===== config.mk =====
export PLATFORM = sky130hd
export DESIGN_NAME = sprite_cmd_encoder
export DESIGN_NICKNAME = d
export VERILOG_FILES = /design/src/rtl/sprite_cmd_pkg.sv /design/src/rtl/sprite_cmd_pack.sv /design/src/rtl/sprite_cmd_encoder.sv
export SDC_FILE = /design/constraint.sdc
export NUM_CORES = 1
export LEC_CHECK = 0
export CORE_UTILIZATION = 30
export CTS_CLUSTER_DIAMETER = 60
export DETAILED_ROUTE_END_ITERATION = 8
export GPL_ROUTABILITY_DRIVEN = 0
export PLACE_DENSITY = 0.6
export SLEW_MARGIN = 25
export SYNTH_ARGS = -nofsm -noshare
export SYNTH_HDL_FRONTEND = slang
export SYNTH_SLANG_ARGS = --single-unit
export TNS_END_PERCENT = 30

===== constraint.sdc =====
create_clock -name clk -period 2.3 [get_ports clk]
set_input_delay 0.69 -clock clk [delete_from_list [all_inputs] [get_ports clk]]
set_output_delay 0.69 -clock clk [all_outputs]
set_load 0.02 [all_outputs]

===== src/rtl/sprite_cmd_pkg.sv =====
// Shared widths, codes and types for the sprite command encoder.
// SPRITE_CMD_ATTR_EN enables the ATTR field word.
package sprite_cmd_pkg;

  localparam int COMP_W  = 6;
  localparam int CHILD_W = 5;
  localparam int ACT_W   = 4;
  localparam int TYPE_W  = 3;
  localparam int DATA_W  = 13;
  localparam int COORD_W = 10;

  localparam int COMP_LSB  = 26;
  localparam int CHILD_LSB = 21;
  localparam int ACT_LSB   = 17;
  localparam int TYPE_LSB  = 14;
  localparam int BUF_BIT   = 13;

  localparam logic [ACT_W-1:0] ACT_UPDATE = 4'h1;
  localparam logic [ACT_W-1:0] ACT_TOGGLE = 4'hF;

  localparam logic [31:0]       NULL_WORD = 32'h0;
  localparam logic [COMP_W-1:0] COMP_NULL = '0;

  typedef enum logic [TYPE_W-1:0] {
    AT_NONE = 3'b000,
    AT_VIS  = 3'b001,
    AT_X    = 3'b010,
    AT_Y    = 3'b011,
    AT_ATTR = 3'b100
  } act_type_e;

  typedef enum logic [2:0] {
    S_IDLE,
    S_VIS,
    S_X,
    S_Y,
`ifdef SPRITE_CMD_ATTR_EN
    S_ATTR,
`endif
    S_TOG,
    S_GAP
  } state_e;

  typedef struct packed {
    logic [COMP_W-1:0]  comp;
    logic [CHILD_W-1:0] child;
    logic               vis;
    logic               flip;
    logic [COORD_W-1:0] x;
    logic [COORD_W-1:0] y;
    logic               commit;
  } req_t;

endpackage


===== src/rtl/sprite_cmd_pack.sv =====
// Combinational packer: fields in, 32-bit sprite command word out.
// Part of the sprite_cmd_encoder slice (see SPRITE_CMD_ATTR_EN).
module sprite_cmd_pack
  import sprite_cmd_pkg::*;
(
  input  logic [COMP_W-1:0]  comp_i,
  input  logic [CHILD_W-1:0] child_i,
  input  logic [ACT_W-1:0]   action_i,
  input  act_type_e          type_i,
  input  logic               buf_i,
  input  logic [DATA_W-1:0]  data_i,
  output logic [31:0]        word_o
);

  always_comb begin
    word_o = NULL_WORD;
    word_o[COMP_LSB  +: COMP_W]  = comp_i;
    word_o[CHILD_LSB +: CHILD_W] = child_i;
    word_o[ACT_LSB   +: ACT_W]   = action_i;
    word_o[TYPE_LSB  +: TYPE_W]  = type_i;
    word_o[BUF_BIT]              = buf_i;
    word_o[DATA_W-1:0]           = data_i;
  end

endmodule


===== src/rtl/sprite_cmd_encoder.sv =====
// Sprite update request -> back-buffer command words plus optional toggle.
// Define SPRITE_CMD_ATTR_EN to emit the ATTR field word.
module sprite_cmd_encoder
  import sprite_cmd_pkg::*;
#(
  parameter int GAP_CYCLES = 0
) (
  input  logic                clk,
  input  logic                reset_n,
  input  logic                req_valid,
  output logic                req_ready,
  input  logic [COMP_W-1:0]   req_component,
  input  logic [CHILD_W-1:0]  req_child,
  input  logic                req_visible,
  input  logic                req_flip,
  input  logic [COORD_W-1:0]  req_x,
  input  logic [COORD_W-1:0]  req_y,
  input  logic [COORD_W-1:0]  req_attr,
  input  logic                req_commit,
  output logic [31:0]         writedata,
  output logic                write,
  output logic                front_buffer,
  output logic                busy
);

  localparam logic [3:0] GAP_LD =
    (GAP_CYCLES > 0) ? 4'(GAP_CYCLES - 1) : 4'd0;

  state_e      st_q, nxt_q, emit_st;
  req_t        hold_q, src;
  logic [3:0]  gap_q;
  logic [31:0] wd_q, word;
  logic        wr_q, front_q, ready_q;

  logic [ACT_W-1:0]  action;
  act_type_e         atype;
  logic [DATA_W-1:0] data;

  function automatic state_e follow(state_e s, logic commit);
    state_e n;
    n = S_IDLE;
    case (s)
      S_VIS: n = S_X;
      S_X:   n = S_Y;
`ifdef SPRITE_CMD_ATTR_EN
      S_Y:    n = S_ATTR;
      S_ATTR: n = commit ? S_TOG : S_IDLE;
`else
      S_Y:   n = commit ? S_TOG : S_IDLE;
`endif
      default: n = S_IDLE;
    endcase
    return n;
  endfunction

`ifdef SPRITE_CMD_ATTR_EN
  logic [COORD_W-1:0] attr_q, attr_src;
  assign attr_src = (st_q == S_IDLE) ? req_attr : attr_q;
`else
  logic unused_attr;
  assign unused_attr = ^req_attr;
`endif

  // In IDLE the first word is packed straight from the inputs.
  always_comb begin
    src = hold_q;
    if (st_q == S_IDLE) begin
      src = '{comp:   req_component,
              child:  req_child,
              vis:    req_visible,
              flip:   req_flip,
              x:      req_x,
              y:      req_y,
              commit: req_commit};
    end
  end

  always_comb begin
    emit_st = follow(st_q, hold_q.commit);
    if (st_q == S_IDLE)
      emit_st = S_VIS;
    else if (st_q == S_GAP)
      emit_st = nxt_q;
  end

  always_comb begin
    action = ACT_UPDATE;
    atype  = AT_NONE;
    data   = '0;
    case (emit_st)
      S_VIS: begin
        atype = AT_VIS;
        data  = {src.vis, src.flip, 11'b0};
      end
      S_X: begin
        atype = AT_X;
        data  = {3'b0, src.x};
      end
      S_Y: begin
        atype = AT_Y;
        data  = {3'b0, src.y};
      end
`ifdef SPRITE_CMD_ATTR_EN
      S_ATTR: begin
        atype = AT_ATTR;
        data  = {3'b0, attr_src};
      end
`endif
      S_TOG: action = ACT_TOGGLE;
      default: action = '0;
    endcase
  end

  sprite_cmd_pack u_pack (
    .comp_i   (src.comp),
    .child_i  (src.child),
    .action_i (action),
    .type_i   (atype),
    .buf_i    (~front_q),
    .data_i   (data),
    .word_o   (word)
  );

  always_ff @(posedge clk or negedge reset_n) begin
    if (!reset_n) begin
      st_q    <= S_IDLE;
      nxt_q   <= S_IDLE;
      hold_q  <= '0;
      gap_q   <= '0;
      wd_q    <= NULL_WORD;
      wr_q    <= 1'b0;
      front_q <= 1'b0;
      ready_q <= 1'b1;
`ifdef SPRITE_CMD_ATTR_EN
      attr_q  <= '0;
`endif
    end else begin
      wd_q <= NULL_WORD;
      wr_q <= 1'b0;
      case (st_q)
        S_IDLE: begin
          if (req_valid) begin
            hold_q <= src;
`ifdef SPRITE_CMD_ATTR_EN
            attr_q <= req_attr;
`endif
            if (src.comp != COMP_NULL) begin
              wd_q    <= word;
              wr_q    <= 1'b1;
              st_q    <= S_VIS;
              ready_q <= 1'b0;
            end
          end
        end
        S_GAP: begin
          if (gap_q == 4'd0) begin
            wd_q <= word;
            wr_q <= 1'b1;
            st_q <= nxt_q;
            if (nxt_q == S_TOG)
              front_q <= ~front_q;
          end else begin
            gap_q <= gap_q - 4'd1;
          end
        end
        default: begin
          if (emit_st == S_IDLE) begin
            st_q    <= S_IDLE;
            ready_q <= 1'b1;
          end else if (GAP_CYCLES > 0) begin
            st_q  <= S_GAP;
            nxt_q <= emit_st;
            gap_q <= GAP_LD;
          end else begin
            wd_q <= word;
            wr_q <= 1'b1;
            st_q <= emit_st;
            if (emit_st == S_TOG)
              front_q <= ~front_q;
          end
        end
      endcase
    end
  end

  assign writedata    = wd_q;
  assign write        = wr_q;
  assign front_buffer = front_q;
  assign req_ready    = ready_q;
  assign busy         = ~ready_q;

endmodule

### Yosys cells after proc, flatten, opt, wreduce, memory -nomap -nowiden

Cells that the tools add are included.

* output and inout port bits: 36
* register bits: 76
* input bits: 47
* logic and storage cells: 77

* multiplexer cells: 32
* equal/unequal tests: 14
* reductions and logical operators: 12
* add/sub/neg operators: 1
* bitwise gates (word level): 5

Operators by type and width (count)
* $mux 32: 4
* $pmux 32 s2: 1
* $pmux 13 s3: 1
* $mux 34: 1
* $mux 3: 7
* $eq 3x2->1 const B: 4
* $mux 1: 11
* $eq 3x3->1 const B: 3
* $pmux 3 s3: 1
* $pmux 4 s2: 1
* $eq 3x1->1 const B: 2
* $logic_not 3->1: 2
* $ne 2x1->1 const B: 3
* $pmux 1 s2: 3
* $pmux 2 s3: 1
* $pmux 3 s2: 1
* $reduce_bool 6->1: 1
* $not 1->1: 5
* $reduce_and 5->1: 1
* $logic_not 4->1: 1
* $ne 2x2->1 const B: 2
* $reduce_and 2->1: 2
* $reduce_and 4->1: 1
* $reduce_bool 2->1: 2
* 3 further kinds: 3

### Longest topological paths before layout

Gate-level depths: netlist (run 1).

* depth after elaboration: 10
* depth in mapped cells: 6

### Cells and area by module

A second synthesis (run 1) with hierarchy kept.

* cells, all modules: 298
* area total of the unflattened synthesis: 3492.1 sq um

By module, submodules not included
* sprite_cmd_encoder: cells each 266, area an instance 3251.9 sq um, instances 1
* sprite_cmd_pack: cells each 32, area an instance 240.2 sq um, instances 1

### Worst setup path before layout (run 1)

No wires, ideal clock.

* path type: in2reg
* start: input port req_component[0]
* end: register wd_q[14], in the netlist writedata[14]
* setup time: 0.122 ns
* buffers on the path: 1
* setup slack: 0.278 ns
* data arrival time: 1.900 ns
* required time: 2.178 ns
* cell stages on the path: 4
* cell sequence: or4_1 or3_1 buf_6 a32o_1

* longest elaborated chain between the ends: 5

RTL lines
* start: declaration: RTL line sprite_cmd_encoder.sv:12 `input logic [COMP_W-1:0] req_component,`
* $mux 34: RTL line sprite_cmd_encoder.sv:67 `if (st_q == S_IDLE) begin`
* $reduce_bool 6->1: RTL line sprite_cmd_encoder.sv:147 `if (src.comp != COMP_NULL) begin`
* $mux 32: RTL line sprite_cmd_encoder.sv:147
* $mux 32: RTL line sprite_cmd_encoder.sv:142 `if (req_valid) begin`
* $pmux 32 s2: RTL line sprite_cmd_encoder.sv:140 `case (st_q)`
* end signal: assignment: RTL line sprite_cmd_encoder.sv:148 `wd_q <= word;`
* end signal: assignment: RTL line sprite_cmd_encoder.sv:157 `wd_q <= word;`
* end signal: assignment: RTL line sprite_cmd_encoder.sv:175 `wd_q <= word;`
* end: declaration: RTL line sprite_cmd_encoder.sv:32 `logic [31:0] wd_q, word;`

No other way between the ends.
A chain may end at the register's enable or synchronous reset.

### Worst setup path in the final report (run 1)

Same ends and word-level chain as after synthesis.

==> results of run 1 <==
-- kinds of logic after synthesis --
group,share of synthesized area [%]
AOI/OAI and AO/OA,10.2
xor gates and xnor gates,1.56
adders and majority gates,0.890
buffers and inverters,4.98
DFF,62.4
muxes,0.356
other,0.133
and+or+nand+nor,19.5
-- worst register-to-register path: stages, from the launching register on --
cell and delay (ps):
dfrtp_1 380, inv_1 110, ha_1 170, or3b_2 470, o32ai_1 430, a32o_1 220
-- power groups by stage --
| stage | combinational [mW] | clock [mW] | sequential (mW) |
|---|---|---|---|
| after floorplan | 1.08 | 0 | 2.23 |
| after global placement | 2.03 | 0 | 2.09 |
| after detailed placement | 2.07 | 0 | 2.10 |
| after CTS | 2.08 | 0.902 | 2.08 |
| after global routing | 2.29 | 0.951 | 2.15 |
| final | 2.04 | 0.871 | 2.07 |
-- stage by stage --
step	hold WS (ps)	TNS, ps	cells	power [mW]	setup WS (ps)
finish	350	0	459	4.98	54.0
global route	393	0	459	5.38	29.6
CTS	364	0	459	5.06	67.3
detailed placement	462	-2310	444	4.16	-294
global placement	458	-2190	444	4.12	-275
floorplan	394	0	277	3.31	278
-- sequential cells by signal (all words and copies together) (netlist names) --
register	count
hold_q	32
writedata	28
gap_q	4
st_q	3
front_buffer	1
req_ready	1
write	1
-- layout by cell type, fill, tap and decap left out, drive strengths merged, types with 2 or more instances in the layout --
cell type,count
a211oi,2
a22oi,10
a32o,6
buf,10
clkbuf,14
clkdlybuf4s50,69
conb,2
dfrtp,69
ha,2
inv,10
nand2,99
nand4,2
nor2,13
nor2b,4
o21a,2
o21ai,7
o31ai,2
xnor2,3
xor2,2
-- worst paths after layout --
path                                             from                        to  slack, ps  cells past startpoint
worst max-delay path                 req_component[0]   writedata[14]$_DFF_PN0_         50                      4
worst min-delay path                          reset_n  front_buffer$_DFFE_PN0P_        350                      1
worst max register to register   gap_q[0]$_DFFE_PN0P_   writedata[25]$_DFF_PN0_        470                      5
worst min register to register  hold_q[6]$_DFFE_PN0P_     hold_q[6]$_DFFE_PN0P_        480                      2
max in group asynchronous                     reset_n      gap_q[2]$_DFFE_PN0P_       1370                      2
min in group clk                hold_q[6]$_DFFE_PN0P_     hold_q[6]$_DFFE_PN0P_        480                      2
-- cell type report --
class                           instances  area (um^2)  area share [%]
Sequential cell                        70         1750            46.1
Inverter                               10         37.5           0.987
Tap cell                              108          135            3.55
Timing Repair Buffer                   79          778            20.5
Clock inverter                          1         5.00           0.132
Multi-Input combinational cell        177          933            24.5
Clock buffer                           14          163            4.27
-- metal layers --
metal  vias up  part of all wire [%]
li1       1041                     -
met1      1023                    49
met2        55                    45
met3        12                   4.6
met4         0                   1.8
met5         -                     0
==> impl_metrics.tcl, run 1 <==
set metrics [dict create \
    grt_max_degree 47 \
    crit_path_start_kind "input port" \
    grt_pass1_vias 2172 \
    clockBufferDepth 2 \
    ys.flop_type "dfrtp_1" \
    synth-seq-cells 70 \
    antenna_found_initial 0 \
    ant_nets 0 \
    grt_setup_unrepaired "false" \
    design_area_mm2 0.00380 \
    post-route-util_pct 42.8 \
    die_area_mm2 0.00976 \
    clock_latency_ps 340 \
    cts_resized 0 \
    synth_cell_type_count 43 \
    synth_top_area_share_pct 61.4 \
    grt.total_usage_pct 14.2 \
    worstMarginPinSlew_ps 818 \
    pwr-share-seq_pct 41.6 \
    post-dp-hpwl_um 4230 \
    vias 2131 \
    synth_area_leaders "dfrtp_1 61%, nand2_1 13%, a22oi_1 2.7%" \
    seq_area_frac_synth_pct 62.3 \
    io_buffers 70 \
    critical_path_class "input port to flip-flop" \
    p_leak_nw 1.79 \
    root_buffer "clkbuf_8" \
    maxSlewHeadroom_pct 45.3 \
    synth_most_common_cell "nand2_1" \
    switching_share_pct 37.1 \
    drv_slew 0 \
    clock-sinks 70 \
    grt_pass1_wl_um 10600 \
    cts_max_level 3 \
    p_int_mw 3.13 \
    drt_iter0_drc 88 \
    die_h_um 98.8 \
    power.switching_mw 1.85 \
    met3_usage_pct 3.55 \
    totalWireLength_um 6220 \
    crit_chain "clkdlybuf4s50_1, or4_1, or3_1, a32o_1" \
    detailedRoute.firstPassIterationCount 4 \
    worst-endpoint-arrival_ps 2470 \
    fmax_mhz 445 \
    netlist_top_cells_count "99 x nand2_1, 69 x dfrtp_1, 13 x nor2_1" \
    hold_viol 0 \
    drive_gt1_share_pct 7.41 \
    critPathMaxStageDelay_ps 550 \
    cts_tree "done" \
    synth_area_per_cell_um2 10.2 \
    synthesis.area_mm2 0.00281 \
    die_w_um 98.8 \
    period_share_pct 97.7 \
    overflow 0 \
    p_clk_share_pct 17.5 \
    timing.final.crit_period_ps 2250 \
    p_comb_share_pct 40.9 \
    crit_fanout 9 \
    vias_per_cell 4.64 \
    wire_per_inst_um 13.6 \
    status "complete, no violations" \
    n_antenna_cell 0 \
    crit_slowest_cell "or4_1" \
    vdd_drop_max_v 0.000425 \
    postCtsSetupBuffers 0 \
    use_met1_pct 19.5 \
    clock_skew_ps 8.44 \
    crit_path_end_kind "flip-flop" \
    synth_edf_count 0 \
    path_delay_family "simple AND/OR/NAND/NOR gates" \
    num_rows 34 \
    ys_warn_count 3 \
    placed_cell_area_mm2 0.00364 \
    setup_violations 0 \
    hold_buffers 0 \
    io_pins 83 \
    yosys.area.top_type "dfrtp_1" \
    cts_made_buffers 9 \
    synthArstFlopShare_pct 100 \
    num-nets-final 396 \
    n_fill_cell 864 \
    cp_data_required_time_ps 2530 \
    area_growth_pct 35.3 \
    top_usage_layer "met2" \
    clk_pin_slew_worst_paths_ps 70 \
    drc_errors 0 \
    drv_cap 0 \
    worst-path-buf-inv 1 \
    hp-class "input port to asynchronous set/reset pin" \
    core_mm2 0.00889 \
    power_density_mw_per_mm2 1310 \
    start_util_pct 31.6 \
    synthCells 276 \
    use_met2_pct 21.0 \
]
Power figures use the tool's default switching activity.
==> run 2, diff against run 1 <==
- SLEW_MARGIN: 25 -> 20
==> run 2 against run 1 <==
Net effect:
- sequential power barely moved
- clock-buffer cell count is 1 lower
- total power is 2.1% higher
- wire length grew 0.84%
- cell count decreased by 0.22%
- critical path depth is the same
- clock skew is 2.2 ps lower
- core utilization increased by 0.24 points
- global-route usage is 0.29 points lower
- combinational power about the same
- sequential cell count stayed put
==> impl_metrics.tcl, run 2 (synthesis results as in run 1) <==
set metrics [dict create \
    period_share_pct 97.9 \
    status "complete, no violations" \
    wire_per_inst_um 13.7 \
    crit_path_start_kind "input port" \
    vias 2141 \
    io_buffers 70 \
    dp_cells 444 \
    grt_setup_unrepaired "false" \
    switching_share_pct 36.3 \
    grt_pass1_vias 2180 \
    clock_latency_ps 340 \
    hold_buffers 0 \
    vdd_drop_max_v 0.000422 \
    hp-class "input port to asynchronous set/reset pin" \
    drc_errors 0 \
    num_rows 34 \
    io_pins 83 \
    drv_slew 0 \
    die_h_um 98.8 \
    r2r_setup_slack_ps 470 \
    worst-endpoint-arrival_ps 2480 \
    final_cell_mix "99 x nand2_1, 69 x dfrtp_1, 69 x clkdlybuf4s50_1" \
    p_leak_nw 1.80 \
    detailedRoute.firstPassIterationCount 4 \
    ant_nets 0 \
    clk_pin_slew_worst_paths_ps 70 \
    multi_input_area_um2 933 \
    largest-register "hold_q" \
    cts_resized 0 \
    seq_area_mm2 0.00175 \
    n_antenna_cell 0 \
    rr_worst_depth 5 \
    p_comb_share_pct 40.1 \
    critical_path_class "input port to flip-flop" \
    antenna_found_initial 0 \
    clock_skew_ps 6.23 \
    start_util_pct 31.6 \
    clock-sinks 70 \
    setup_total_negative_slack_ps 0 \
    area_growth_pct 36.1 \
    drt_iter0_drc 77 \
    root_buffer "clkbuf_8" \
    num-nets-final 396 \
    die_w_um 98.8 \
    crit_path_end_kind "flip-flop" \
    grt_pass1_wl_um 10500 \
    fmax_mhz 444 \
    crit_fanout 9 \
    cts_max_level 3 \
    totalWireLength_um 6270 \
    pwr-share-seq_pct 40.8 \
    grt.total_usage_pct 13.9 \
    die_area_mm2 0.00976 \
    cts_tree "done" \
    maxSlewHeadroom_pct 45.7 \
    holdWs_ps 353 \
    setup_violations 0 \
    power.switching_mw 1.85 \
    largest_reg_flops 32 \
    p_clk_share_pct 19.1 \
    cts_made_buffers 9 \
    postCtsSetupBuffers 0 \
    hold_viol 0 \
    final_cells 458 \
    cp_data_required_time_ps 2520 \
    p_int_mw 3.24 \
    worstMarginPinSlew_ps 812 \
    grt_max_degree 47 \
    clockBufferDepth 2 \
    r2r_end "writedata[25]$_DFF_PN0_" \
    overflow 0 \
    n_fill_cell 856 \
    drv_cap 0 \
    worstReg2RegStart "gap_q[0]$_DFFE_PN0P_" \
    power_density_mw_per_mm2 1330 \
    vias_per_cell 4.67 \
    post-dp-hpwl_um 4270 \
    drive_gt1_share_pct 7.43 \
    core_mm2 0.00889 \
    final_common_cell "nand2_1" \
    timing.final.crit_period_ps 2250 \
]
-- run 2: power groups by stage --
stage                     logic, mW  registers (mW)  clock network, mW
after detailed placement       2.07            2.10                  0
after floorplan                1.08            2.23                  0
final                          2.04            2.08              0.972
after global placement         2.03            2.09                  0
after global routing           2.28            2.15               1.05
after CTS                      2.07            2.08               1.00
-- run 2: how the worst max path moves through the flow --
stage	from	to	slack (ps)	cells past startpoint
after floorplan	req_component[0]	writedata[14]$_DFF_PN0_	280	4
after global placement	req_component[0]	writedata[14]$_DFF_PN0_	-280	4
after detailed placement	req_component[0]	writedata[25]$_DFF_PN0_	-300	4
after CTS	req_component[0]	writedata[14]$_DFF_PN0_	60	4
after global routing	req_component[1]	writedata[14]$_DFF_PN0_	20	4
final	req_component[0]	writedata[14]$_DFF_PN0_	50	4
-- run 2: through the flow --
step / setup slack, ps / util [%] / cell area (um^2) / power, mW
6_report: 47.5 / 43.0 / 3830 / 5.09
5_1_grt: 23.2 / 43.0 / 3830 / 5.47
3_5_place_dp: -298 / 40.9 / 3630 / 4.17
3_3_place_gp: -275 / 40.9 / 3630 / 4.12
2_1_floorplan: 278 / - / 2820 / 3.31
4_1_cts: 64.0 / 43.0 / 3820 / 5.15
-- run 2: layout make-up --
class                      count  area share, %
sequential                    70           45.8
multi-input combinational    177           24.4
timing repair buffer          79           20.3
clock buffer                  13           4.15
tap                          108           3.53
inverter                      10          0.981
clock inverter                 1          0.785
-- run 2: per-layer routing --
layer,up-vias,routed length (um),GRT usage [%]
met5,-,0,0
met4,0,104,6.66
met3,11,295,3.12
met2,58,2900,21.9
met1,1032,2970,18.3
li1,1040,-,-
-- run 2: worst max-delay path: stages --
cell and delay [ps]:
clkdlybuf4s50_1 420, or4_1 540, or3_1 500, a32o_1 320
==> run 3, diff against run 2 <==
- CTS_CLUSTER_SIZE: not set -> 12
==> results of run 3 <==
The final DEF is identical to that of run 2; final timing and power are the same.
